### src/rtl/if_id_queue_if.sv
// Fetch/decode bus for if_id_queue. The slave modport is the queue side;
// the master modport is the fetch/decode/hazard side driving it.
interface if_id_queue_if #(
  parameter int DEPTH = 4
);
  localparam int CW = $clog2(DEPTH) + 1;

  logic          i_flush;
  logic          i_stall;
  logic          i_inst_valid;
  logic [31:0]   i_inst;
  logic [31:0]   i_fetch_pc;
  logic          o_stall_fetch;
  logic          o_valid;
  logic [31:0]   o_inst;
  logic [31:0]   o_pc;
  logic [31:0]   o_pc_plus_4;
  logic [4:0]    o_rs1;
  logic [4:0]    o_rs2;
  logic          o_uses_rs1;
  logic          o_uses_rs2;
  logic [CW-1:0] o_count;
  logic          o_overflow;

  modport slave (
    input  i_flush, i_stall, i_inst_valid, i_inst, i_fetch_pc,
    output o_stall_fetch, o_valid, o_inst, o_pc, o_pc_plus_4,
           o_rs1, o_rs2, o_uses_rs1, o_uses_rs2, o_count, o_overflow
  );

  modport master (
    output i_flush, i_stall, i_inst_valid, i_inst, i_fetch_pc,
    input  o_stall_fetch, o_valid, o_inst, o_pc, o_pc_plus_4,
           o_rs1, o_rs2, o_uses_rs1, o_uses_rs2, o_count, o_overflow
  );
endinterface

### src/rtl/if_id_queue.sv
// First-word-fall-through IF/ID instruction queue with flush and fetch back-pressure.
// Optional register-operand predecode is enabled by defining IFQ_PREDECODE_EN.
module if_id_queue #(
  parameter int          DEPTH    = 4,
  parameter logic [31:0] NOP_INST = 32'h00000013
) (
  input  logic           i_clk,
  input  logic           i_rst,
  if_id_queue_if.slave   bus
);
  localparam int AW = $clog2(DEPTH);
  localparam int CW = AW + 1;
  localparam logic [CW-1:0] FULL_CNT  = CW'(DEPTH);
  localparam logic [CW-1:0] HIGH_CNT  = CW'(DEPTH - 1);

  logic [31:0]   r_inst_mem [DEPTH];
  logic [31:0]   r_pc_mem   [DEPTH];
  logic [AW-1:0] r_wr_ptr;
  logic [AW-1:0] r_rd_ptr;
  logic [CW-1:0] r_count;
  logic          r_overflow;

  logic w_valid;
  logic w_full;
  logic w_deq;
  logic w_enq;
  logic w_drop;

  assign w_valid = (r_count != {CW{1'b0}});
  assign w_full  = (r_count == FULL_CNT);
  assign w_deq   = w_valid && !bus.i_stall && !bus.i_flush;
  // A full queue still accepts a word when the head leaves in the same cycle.
  assign w_enq   = bus.i_inst_valid && (!w_full || w_deq) && !bus.i_flush;
  assign w_drop  = bus.i_inst_valid && w_full && !w_deq && !bus.i_flush;

  // Payload storage; never cleared, empty-state muxing hides stale data.
  always_ff @(posedge i_clk) begin
    if (w_enq) begin
      r_inst_mem[r_wr_ptr] <= bus.i_inst;
      r_pc_mem[r_wr_ptr]   <= bus.i_fetch_pc;
    end
  end

  // Pointer and occupancy control; flush discards same-cycle enqueue/dequeue.
  always_ff @(posedge i_clk) begin
    if (i_rst) begin
      r_wr_ptr <= {AW{1'b0}};
      r_rd_ptr <= {AW{1'b0}};
      r_count  <= {CW{1'b0}};
    end else if (bus.i_flush) begin
      r_wr_ptr <= {AW{1'b0}};
      r_rd_ptr <= {AW{1'b0}};
      r_count  <= {CW{1'b0}};
    end else begin
      if (w_enq) r_wr_ptr <= r_wr_ptr + AW'(1);
      if (w_deq) r_rd_ptr <= r_rd_ptr + AW'(1);
      case ({w_enq, w_deq})
        2'b10:   r_count <= r_count + CW'(1);
        2'b01:   r_count <= r_count - CW'(1);
        default: r_count <= r_count;
      endcase
    end
  end

  // Sticky overflow flag; only reset clears it.
  always_ff @(posedge i_clk) begin
    if (i_rst) begin
      r_overflow <= 1'b0;
    end else if (w_drop) begin
      r_overflow <= 1'b1;
    end
  end

  // Head presentation; NOP and PC 0 while empty.
  always_comb begin
    if (w_valid) begin
      bus.o_inst = r_inst_mem[r_rd_ptr];
      bus.o_pc   = r_pc_mem[r_rd_ptr];
    end else begin
      bus.o_inst = NOP_INST;
      bus.o_pc   = 32'h00000000;
    end
  end

  assign bus.o_pc_plus_4   = bus.o_pc + 32'd4;
  assign bus.o_valid       = w_valid;
  assign bus.o_count       = r_count;
  assign bus.o_overflow    = r_overflow;
  // Held one entry early so the word already in flight from fetch still fits.
  assign bus.o_stall_fetch = (r_count >= HIGH_CNT);

`ifdef IFQ_PREDECODE_EN
  logic [4:0] r_rs1_mem [DEPTH];
  logic [4:0] r_rs2_mem [DEPTH];
  logic [1:0] r_use_mem [DEPTH];

  function automatic logic f_uses_rs1(input logic [6:0] op);
    logic v;
    case (op)
      7'b0110011, 7'b0010011, 7'b0000011,
      7'b0100011, 7'b1100011, 7'b1100111: v = 1'b1;
      default:                            v = 1'b0;
    endcase
    return v;
  endfunction

  function automatic logic f_uses_rs2(input logic [6:0] op);
    logic v;
    case (op)
      7'b0110011, 7'b0100011, 7'b1100011: v = 1'b1;
      default:                            v = 1'b0;
    endcase
    return v;
  endfunction

  // Predecode computed once at enqueue and stored beside the payload.
  always_ff @(posedge i_clk) begin
    if (w_enq) begin
      r_rs1_mem[r_wr_ptr] <= bus.i_inst[19:15];
      r_rs2_mem[r_wr_ptr] <= bus.i_inst[24:20];
      r_use_mem[r_wr_ptr] <= {f_uses_rs2(bus.i_inst[6:0]), f_uses_rs1(bus.i_inst[6:0])};
    end
  end

  // Predecode head presentation, zero while empty.
  always_comb begin
    if (w_valid) begin
      bus.o_rs1      = r_rs1_mem[r_rd_ptr];
      bus.o_rs2      = r_rs2_mem[r_rd_ptr];
      bus.o_uses_rs1 = r_use_mem[r_rd_ptr][0];
      bus.o_uses_rs2 = r_use_mem[r_rd_ptr][1];
    end else begin
      bus.o_rs1      = 5'd0;
      bus.o_rs2      = 5'd0;
      bus.o_uses_rs1 = 1'b0;
      bus.o_uses_rs2 = 1'b0;
    end
  end
`else
  assign bus.o_rs1      = 5'd0;
  assign bus.o_rs2      = 5'd0;
  assign bus.o_uses_rs1 = 1'b0;
  assign bus.o_uses_rs2 = 1'b0;
`endif

endmodule

### src/flat_wrapper.sv
// flat-port wrapper written by rule: the top's interface ports become plain ports
module if_id_queue_flat 
#(
  parameter int          DEPTH    = 4,
  parameter logic [31:0] NOP_INST = 32'h00000013
)
  (i_clk, i_rst, bus_i_flush, bus_i_stall, bus_i_inst_valid, bus_i_inst, bus_i_fetch_pc, bus_o_stall_fetch, bus_o_valid, bus_o_inst, bus_o_pc, bus_o_pc_plus_4, bus_o_rs1, bus_o_rs2, bus_o_uses_rs1, bus_o_uses_rs2, bus_o_count, bus_o_overflow);
  if_id_queue_if #(.DEPTH(DEPTH)) bus_i ();
  input  logic i_clk;
  input  logic i_rst;
  input wire logic [$bits(bus_i.i_flush)-1:0] bus_i_flush;
  input wire logic [$bits(bus_i.i_stall)-1:0] bus_i_stall;
  input wire logic [$bits(bus_i.i_inst_valid)-1:0] bus_i_inst_valid;
  input wire logic [$bits(bus_i.i_inst)-1:0] bus_i_inst;
  input wire logic [$bits(bus_i.i_fetch_pc)-1:0] bus_i_fetch_pc;
  output wire logic [$bits(bus_i.o_stall_fetch)-1:0] bus_o_stall_fetch;
  output wire logic [$bits(bus_i.o_valid)-1:0] bus_o_valid;
  output wire logic [$bits(bus_i.o_inst)-1:0] bus_o_inst;
  output wire logic [$bits(bus_i.o_pc)-1:0] bus_o_pc;
  output wire logic [$bits(bus_i.o_pc_plus_4)-1:0] bus_o_pc_plus_4;
  output wire logic [$bits(bus_i.o_rs1)-1:0] bus_o_rs1;
  output wire logic [$bits(bus_i.o_rs2)-1:0] bus_o_rs2;
  output wire logic [$bits(bus_i.o_uses_rs1)-1:0] bus_o_uses_rs1;
  output wire logic [$bits(bus_i.o_uses_rs2)-1:0] bus_o_uses_rs2;
  output wire logic [$bits(bus_i.o_count)-1:0] bus_o_count;
  output wire logic [$bits(bus_i.o_overflow)-1:0] bus_o_overflow;
  assign bus_i.i_flush = bus_i_flush;
  assign bus_i.i_stall = bus_i_stall;
  assign bus_i.i_inst_valid = bus_i_inst_valid;
  assign bus_i.i_inst = bus_i_inst;
  assign bus_i.i_fetch_pc = bus_i_fetch_pc;
  assign bus_o_stall_fetch = bus_i.o_stall_fetch;
  assign bus_o_valid = bus_i.o_valid;
  assign bus_o_inst = bus_i.o_inst;
  assign bus_o_pc = bus_i.o_pc;
  assign bus_o_pc_plus_4 = bus_i.o_pc_plus_4;
  assign bus_o_rs1 = bus_i.o_rs1;
  assign bus_o_rs2 = bus_i.o_rs2;
  assign bus_o_uses_rs1 = bus_i.o_uses_rs1;
  assign bus_o_uses_rs2 = bus_i.o_uses_rs2;
  assign bus_o_count = bus_i.o_count;
  assign bus_o_overflow = bus_i.o_overflow;
  if_id_queue #(.DEPTH(DEPTH), .NOP_INST(NOP_INST)) u_core (.i_clk(i_clk), .i_rst(i_rst), .bus(bus_i));
endmodule
### config.mk
export PLATFORM = sky130hd
export DESIGN_NAME = if_id_queue_flat
export DESIGN_NICKNAME = d
export VERILOG_FILES = /design/src/rtl/if_id_queue_if.sv /design/src/rtl/if_id_queue.sv /design/src/flat_wrapper.sv
export SDC_FILE = /design/constraint.sdc
export NUM_CORES = 1
export LEC_CHECK = 0
export CAP_MARGIN = 5
export CELL_PAD_IN_SITES_DETAIL_PLACEMENT = 0
export CELL_PAD_IN_SITES_GLOBAL_PLACEMENT = 1
export CORE_MARGIN = 2
export CORE_UTILIZATION = 42
export CTS_BUF_LIST = sky130_fd_sc_hd__clkbuf_16
export DETAILED_ROUTE_END_ITERATION = 6
export GPL_TIMING_DRIVEN = 0
export HOLD_SLACK_MARGIN = 0.03
export MAX_ROUTING_LAYER = met4
export PLACE_DENSITY = 0.86
export SLEW_MARGIN = 15
export SYNTH_ARGS = -nofsm -noshare
export SYNTH_HDL_FRONTEND = slang
export SYNTH_SLANG_ARGS = --single-unit
### constraint.sdc
create_clock -name i_clk -period 6.5 [get_ports i_clk]
set_input_delay 1.3 -clock i_clk [delete_from_list [all_inputs] [get_ports i_clk]]
set_output_delay 1.3 -clock i_clk [all_outputs]
set_load 0.005 [all_outputs]
==> results of run 1 <==
-- critical path, stage by stage (launching register included) --
cell,delay [ns]
dfxtp_1,0.48
nor3_4,0.15
inv_1,0.26
clkbuf_2,0.28
clkbuf_1,0.54
nand2_1,0.14
inv_1,0.11
ha_1,0.20
and2_2,0.22
o221ai_2,0.18
nor3_4,0.27
o2111ai_1,0.31
xnor2_1,0.23
clkdlybuf4s50_1,0.52
-- final timing paths --
check / start / to / depth (start not counted)
setup / recovery: u_core.bus.o_count[2]$_SDFFE_PP0P_ / bus_o_pc_plus_4[28] / 13
hold / removal: u_core.bus.o_overflow$_SDFFE_PP0P_ / u_core.bus.o_overflow$_SDFFE_PP0P_ / 2
setup reg to reg: u_core.bus.o_count[2]$_SDFFE_PP0P_ / u_core.bus.o_count[2]$_SDFFE_PP0P_ / 8
hold reg to reg: u_core.bus.o_overflow$_SDFFE_PP0P_ / u_core.bus.o_overflow$_SDFFE_PP0P_ / 2
-- flip-flops by register name (all words and copies together) (netlist names), named ones only --
signal and flops:
u_core.r_pc_mem 128, u_core.r_rd_ptr 2, u_core.r_wr_ptr 2, u_core.r_inst_mem 128
u_core.bus.o_overflow 1, u_core.bus.o_count 3
-- cell usage after synthesis, drive strengths merged (6+ instances only) --
cell type / number / share of area [%]
mux4: 63 / 13
dfxtp: 10 / 1.7
buf: 33 / 2.3
mux2i: 6 / 0.51
nor2: 27 / 0.87
edfxtp: 256 / 66
inv: 13 / 0.42
o22ai: 8 / 0.60
nand3: 14 / 0.60
clkbuf: 12 / 0.48
xnor2: 24 / 1.8
and2: 71 / 3.9
xor2: 7 / 0.53
nand2: 34 / 1.1
a211oi: 6 / 0.47
a21oi: 6 / 0.26
nand4: 13 / 0.83
ha: 6 / 0.64
-- per-stage QoR --
stage / cell area [µm²] / power, mW / util [%] / setup WS (ns) / hold WS, ns
finish: 14900 / 3.67 / 54.1 / 0.736 / 0.484
floorplan: 11700 / 2.03 / - / 2.75 / 0.465
global placement: 13900 / 2.15 / 50.4 / 0.977 / 0.477
global route: 14900 / 3.78 / 54.1 / 0.382 / 0.557
detailed placement: 14000 / 2.16 / 50.8 / 1.28 / 0.480
CTS: 14900 / 3.69 / 54.0 / 0.682 / 0.499
-- cell families (layout without fill, tap and decap cells) --
kind of cell    Yosys count  count (layout)  share of synthesized area, %
compound gates           42              42                          2.89
xor+xnor                 31              31                          2.33
fa+ha+maj                 7               7                         0.815
buf+inv                  58             284                          3.20
flops                   266             266                          67.6
mux                      71              71                          13.3
other cells               1              16                        0.0321
simple gates            187             187                          9.81
-- metal layers --
metal / GRT usage (%) / part of all wire [%] / up-vias
li1: - / - / 3028
met5: - / 0 / -
met2: 31.1 / 49 / 289
met3: 4.02 / 7.7 / 55
met4: 4.46 / 2.1 / 0
met1: 24.4 / 41 / 3352
-- area by class of cell --
type,instances,share of cell area (%)
plain buffers,45,2.18
multi-input cells,350,23.2
repair buffers,174,12.1
well taps,378,3.17
clock inverters,24,1.35
flip-flops and latches,266,52.9
diodes,4,0.0672
inverters,13,0.328
clock buffers,28,4.70
-- power breakdown --
part | switching, mW | internal (mW)
Sequential | 0.00912 | 1.91
Combinational | 0.0920 | 0.114
Clock | 0.643 | 0.902
Total | 0.744 | 2.92
==> flow_summary.toml, run 1 <==
[die]
die_area_mm2 = 0.0291
die_h_um = 171
die_w_um = 171
ios = 183
fp.coreArea_mm2 = 0.0276
start_util_pct = 42.3
std_cell_rows = 61

[drt]
via_count = 6724
wirelength_um = 27100
wl_per_cell_um = 21.1
drc = 0
drtPass1Iterations = 5
antenna_left = 0
drt_iter0_drc = 560
detail_route.vias_per_cell = 5.24

[sta]
finalSetupViolCount = 0
min_period_over_period_pct = 88.7
rsz0062_at_grt = "false"
fin_skew_ns = 0.0200
fmax_mhz = 174
relSlewSlack_pct = 49.9
drv_slew = 0
final_hold_viol_count = 0
timing.final.crit_period_ns = 5.76
tightest_slew_ns = 0.746
fin_setup_tns_ns = 0

[flow_run]
max_cap_viol_count = 0

[finish]
drive_gt1_share_pct = 19.0
multi_input_area_mm2 = 0.00346
fin_cells = 1282
mostFrequentLayoutCells = "edfxtp_1, clkdlybuf4s50_1, and2_1"
layout_commonest_cell = "edfxtp_1"
area_growth_pct = 27.7
final_nets = 954
fillers = 2248
regArea_mm2 = 0.00789

[logic_synthesis]
synth_edf_count = 256
yosysSeqAreaShare_pct = 67.6
synth_cell_type_count = 69
ys_dominant_reg_cell = "edfxtp_1"
ys_seq_elements = 266
yosys_warnings = 0
postSynthAreaPerCell_um2 = 17.6
ys_async_sr_fraction_pct = 0
syn_area_mm2 = 0.0117
netlist_instances = 663

[global_route]
overflow = 0
grt_start_max_net_pins = 42
grt_pass1_wl_um = 40100
antenna_found_initial = 4
grt_pass1_vias = 6734
track_usage_pct = 19.0

[min_path]
hp-class = "reg2reg"

[critical_path]
critPathLaunchType = "flip-flop"
setup.worst_path.end_class = "primary output"
required_ns = 5.20
ff2ff_setup_slack_ns = 4.14
cp.arrival_ns = 4.46
cp_max_fo = 10
critical_path_class = "reg2out"

[cts]
clock_sinks = 266
cts_hold_buffers = 0
cts_setup_buffers = 0
clk_latency_ns = 0.55
cts_tree = "done"
cts-root-buf = "clkbuf_16"
cts_made_buffers = 28
cts_buffer_depth = 3
htreeDepth = 1
cts_resized = 0
clk_pin_slew_worst_paths_ns = 0.06

[pwr]
power_density_mw_per_mm2 = 246
power_leakage_nw = 4.92
ir_worst_vdd_v = 0.000213

[placed_design]
globalplace.congestion = 0.881
io_buffers = 170
dp_hpwl_um = 18800
placed_cells = 1226

[status]
status = "finished clean"
Power figures use the tool's default switching activity.
==> inputs of run 2 (changes only) <==
--- a/config.mk
+++ b/config.mk
@@ -9,13 +9,13 @@
 export CELL_PAD_IN_SITES_DETAIL_PLACEMENT = 0
 export CELL_PAD_IN_SITES_GLOBAL_PLACEMENT = 1
 export CORE_MARGIN = 2
-export CORE_UTILIZATION = 42
+export CORE_UTILIZATION = 41
 export CTS_BUF_LIST = sky130_fd_sc_hd__clkbuf_16
 export DETAILED_ROUTE_END_ITERATION = 6
 export GPL_TIMING_DRIVEN = 0
 export HOLD_SLACK_MARGIN = 0.03
 export MAX_ROUTING_LAYER = met4
-export PLACE_DENSITY = 0.86
+export PLACE_DENSITY = 0.87
 export SLEW_MARGIN = 15
 export SYNTH_ARGS = -nofsm -noshare
 export SYNTH_HDL_FRONTEND = slang
==> constraint.sdc (replaced) <==
create_clock -name i_clk -period 4.76 [get_ports i_clk]
set_input_delay 0.952 -clock i_clk [delete_from_list [all_inputs] [get_ports i_clk]]
set_output_delay 0.952 -clock i_clk [all_outputs]
set_load 0.005 [all_outputs]
==> flow_summary.toml, run 2 (synthesized netlist as in run 1, its figures left out) <==
[status]
status = "finished clean"

[critical_path]
cp.depth = 13
setup.worst_path.end_class = "primary output"
critPathMaxStageDelay_ns = 0.60
ff2ff_setup_slack_ns = 2.29
cp.arrival_ns = 3.63
crit_chain = "buf_6, buf_12, mux4_1, nand2_1, inv_1, ha_1, and2_2, o221ai_2, nor3_4, buf_4, xnor2_1, nor2_1, clkdlybuf4s50_1"
critical_path_class = "reg2out"
crit_family = "buffers and inverters"
endpoint = "bus_o_pc_plus_4[14]"
rr_endpoint = "u_core.bus.o_count[2]$_SDFFE_PP0P_"
timing.rr.start = "u_core.bus.o_count[2]$_SDFFE_PP0P_"
required_ns = 3.81
crit_path_top_delay_cell = "mux4_1"
crit_buf_inv = 5
critPathLaunchType = "flip-flop"
worstRegToRegCells = 9
cp_max_fo = 10

[placed_design]
globalplace.congestion = 0.876
placed_cells = 1226
post-place-ws_ns = -0.0416
io_buffers = 170
dp_hpwl_um = 19200

[cts]
cts_buffer_depth = 3
clock_sinks = 266
clk_latency_ns = 0.54
cts_made_buffers = 28
cts-root-buf = "clkbuf_16"
cts_tree = "done"
clk_pin_slew_worst_paths_ns = 0.06
cts_hold_buffers = 0
htreeDepth = 1

[drt]
drc = 0
detail_route.vias_per_cell = 5.21
via_count = 6691
wirelength_um = 27600
drt_iter0_drc = 472
wl_per_cell_um = 21.5
antenna_left = 0
drtPass1Iterations = 5

[sta]
tightest_slew_ns = 0.702
timing.final.crit_period_ns = 4.58
fin_setup_tns_ns = 0
rsz0062_at_grt = "false"
fin_skew_ns = 0.0124
drv_slew = 0
final_hold_viol_count = 0
relSlewSlack_pct = 52.9
min_period_over_period_pct = 96.2
fmax_mhz = 218
finalSetupViolCount = 0
post-route-worst-setup-slack_ns = 0.179

[die]
ios = 183
die_h_um = 173
die_area_mm2 = 0.0298
std_cell_rows = 61
fp.coreArea_mm2 = 0.0279
start_util_pct = 41.8
die_w_um = 173

[finish]
fillers = 2273
mostFrequentLayoutCells = "edfxtp_1, clkdlybuf4s50_1, and2_1"
area_growth_pct = 27.5
fin_util_pct = 53.3
drive_gt1_share_pct = 19.1
final_nets = 958
layout_commonest_cell = "edfxtp_1"
regArea_mm2 = 0.00789
multi_input_area_mm2 = 0.00346
fin_cells = 1285

[flow_run]
max_cap_viol_count = 0

[global_route]
grt_pass1_wl_um = 41300
overflow = 0
grt_start_max_net_pins = 46
grt_pass1_vias = 6973
track_usage_pct = 18.7
antenna_found_initial = 5

[pwr]
ir_worst_vdd_v = 0.000318
power_leakage_nw = 4.93
power_mw = 4.85
power_density_mw_per_mm2 = 326

[min_path]
hp-class = "reg2reg"
==> run 2: cell types whose count changed in the layout (fill, tap and decap cells not counted), sizes merged <==
| cell | previous run | this run |
|---|---|---|
| inv | 22 | 27 |
| buf | 37 | 42 |
| clkinv | 11 | 7 |
| clkbuf | 40 | 39 |
| diode | 4 | 5 |
| bufinv | 3 | 1 |
| clkinvlp | 1 | 0 |
==> run 2: power by group <==
group | switching (mW) | internal [mW]
logic | 0.124 | 0.157
clock network | 0.846 | 1.11
registers | 0.0125 | 2.60
==> run 2: per-stage QoR <==
stage	hold slack, ns	cell area, µm²
after floorplan	0.465	11700
final	0.474	14900
after detailed placement	0.473	14000
after global placement	0.472	13900
after global routing	0.508	14900
after CTS	0.486	14800
==> run 2: area by class of cell <==
cell class | count | share of cell area (%)
flip-flops and latches | 266 | 53.0
repair buffers | 179 | 12.3
well taps | 378 | 3.18
clock inverters | 22 | 0.849
clock buffers | 28 | 4.71
plain buffers | 44 | 2.24
inverters | 13 | 0.328
multi-input cells | 350 | 23.2
diodes | 5 | 0.0841
==> run 2: worst min-delay path by stage <==
stage | startpoint | end | slack, ns | cells past startpoint
2_1_floorplan | u_core.bus.o_overflow$_SDFFE_PP0P_ | u_core.bus.o_overflow$_SDFFE_PP0P_ | 0.46 | 2
3_3_place_gp | u_core.bus.o_overflow$_SDFFE_PP0P_ | u_core.bus.o_overflow$_SDFFE_PP0P_ | 0.47 | 2
3_5_place_dp | u_core.bus.o_overflow$_SDFFE_PP0P_ | u_core.bus.o_overflow$_SDFFE_PP0P_ | 0.47 | 2
4_1_cts | u_core.bus.o_overflow$_SDFFE_PP0P_ | u_core.bus.o_overflow$_SDFFE_PP0P_ | 0.49 | 2
5_1_grt | u_core.bus.o_overflow$_SDFFE_PP0P_ | u_core.bus.o_overflow$_SDFFE_PP0P_ | 0.51 | 2
6_report | u_core.bus.o_overflow$_SDFFE_PP0P_ | u_core.bus.o_overflow$_SDFFE_PP0P_ | 0.47 | 2
==> run 2: routing by layer <==
layer  up-vias  track usage (%)  share of wire [%]
met3        48             4.64                7.9
met5         -                -                  0
met2       272             30.5                 49
met1      3335             23.1                 40
met4         0             5.65                2.7
li1       3036                -                  -
==> run 2: timing repair <==
action | CTS | global route
pin swaps | 1 | 1
setup endpoints to repair | 13 | 3
buffers inserted | 1 | 4
resized for setup | 3 | 3
==> run 2: worst reg2reg max path: stages (launching register included) <==
cell     delay (ns)
dfxtp_1        0.50
nor3_4         0.08
buf_4          0.19
nor3_1         0.31
ha_1           0.26
inv_1          0.06
fa_1           0.38
xor2_1         0.16
or3_1          0.32
a21oi_1        0.15
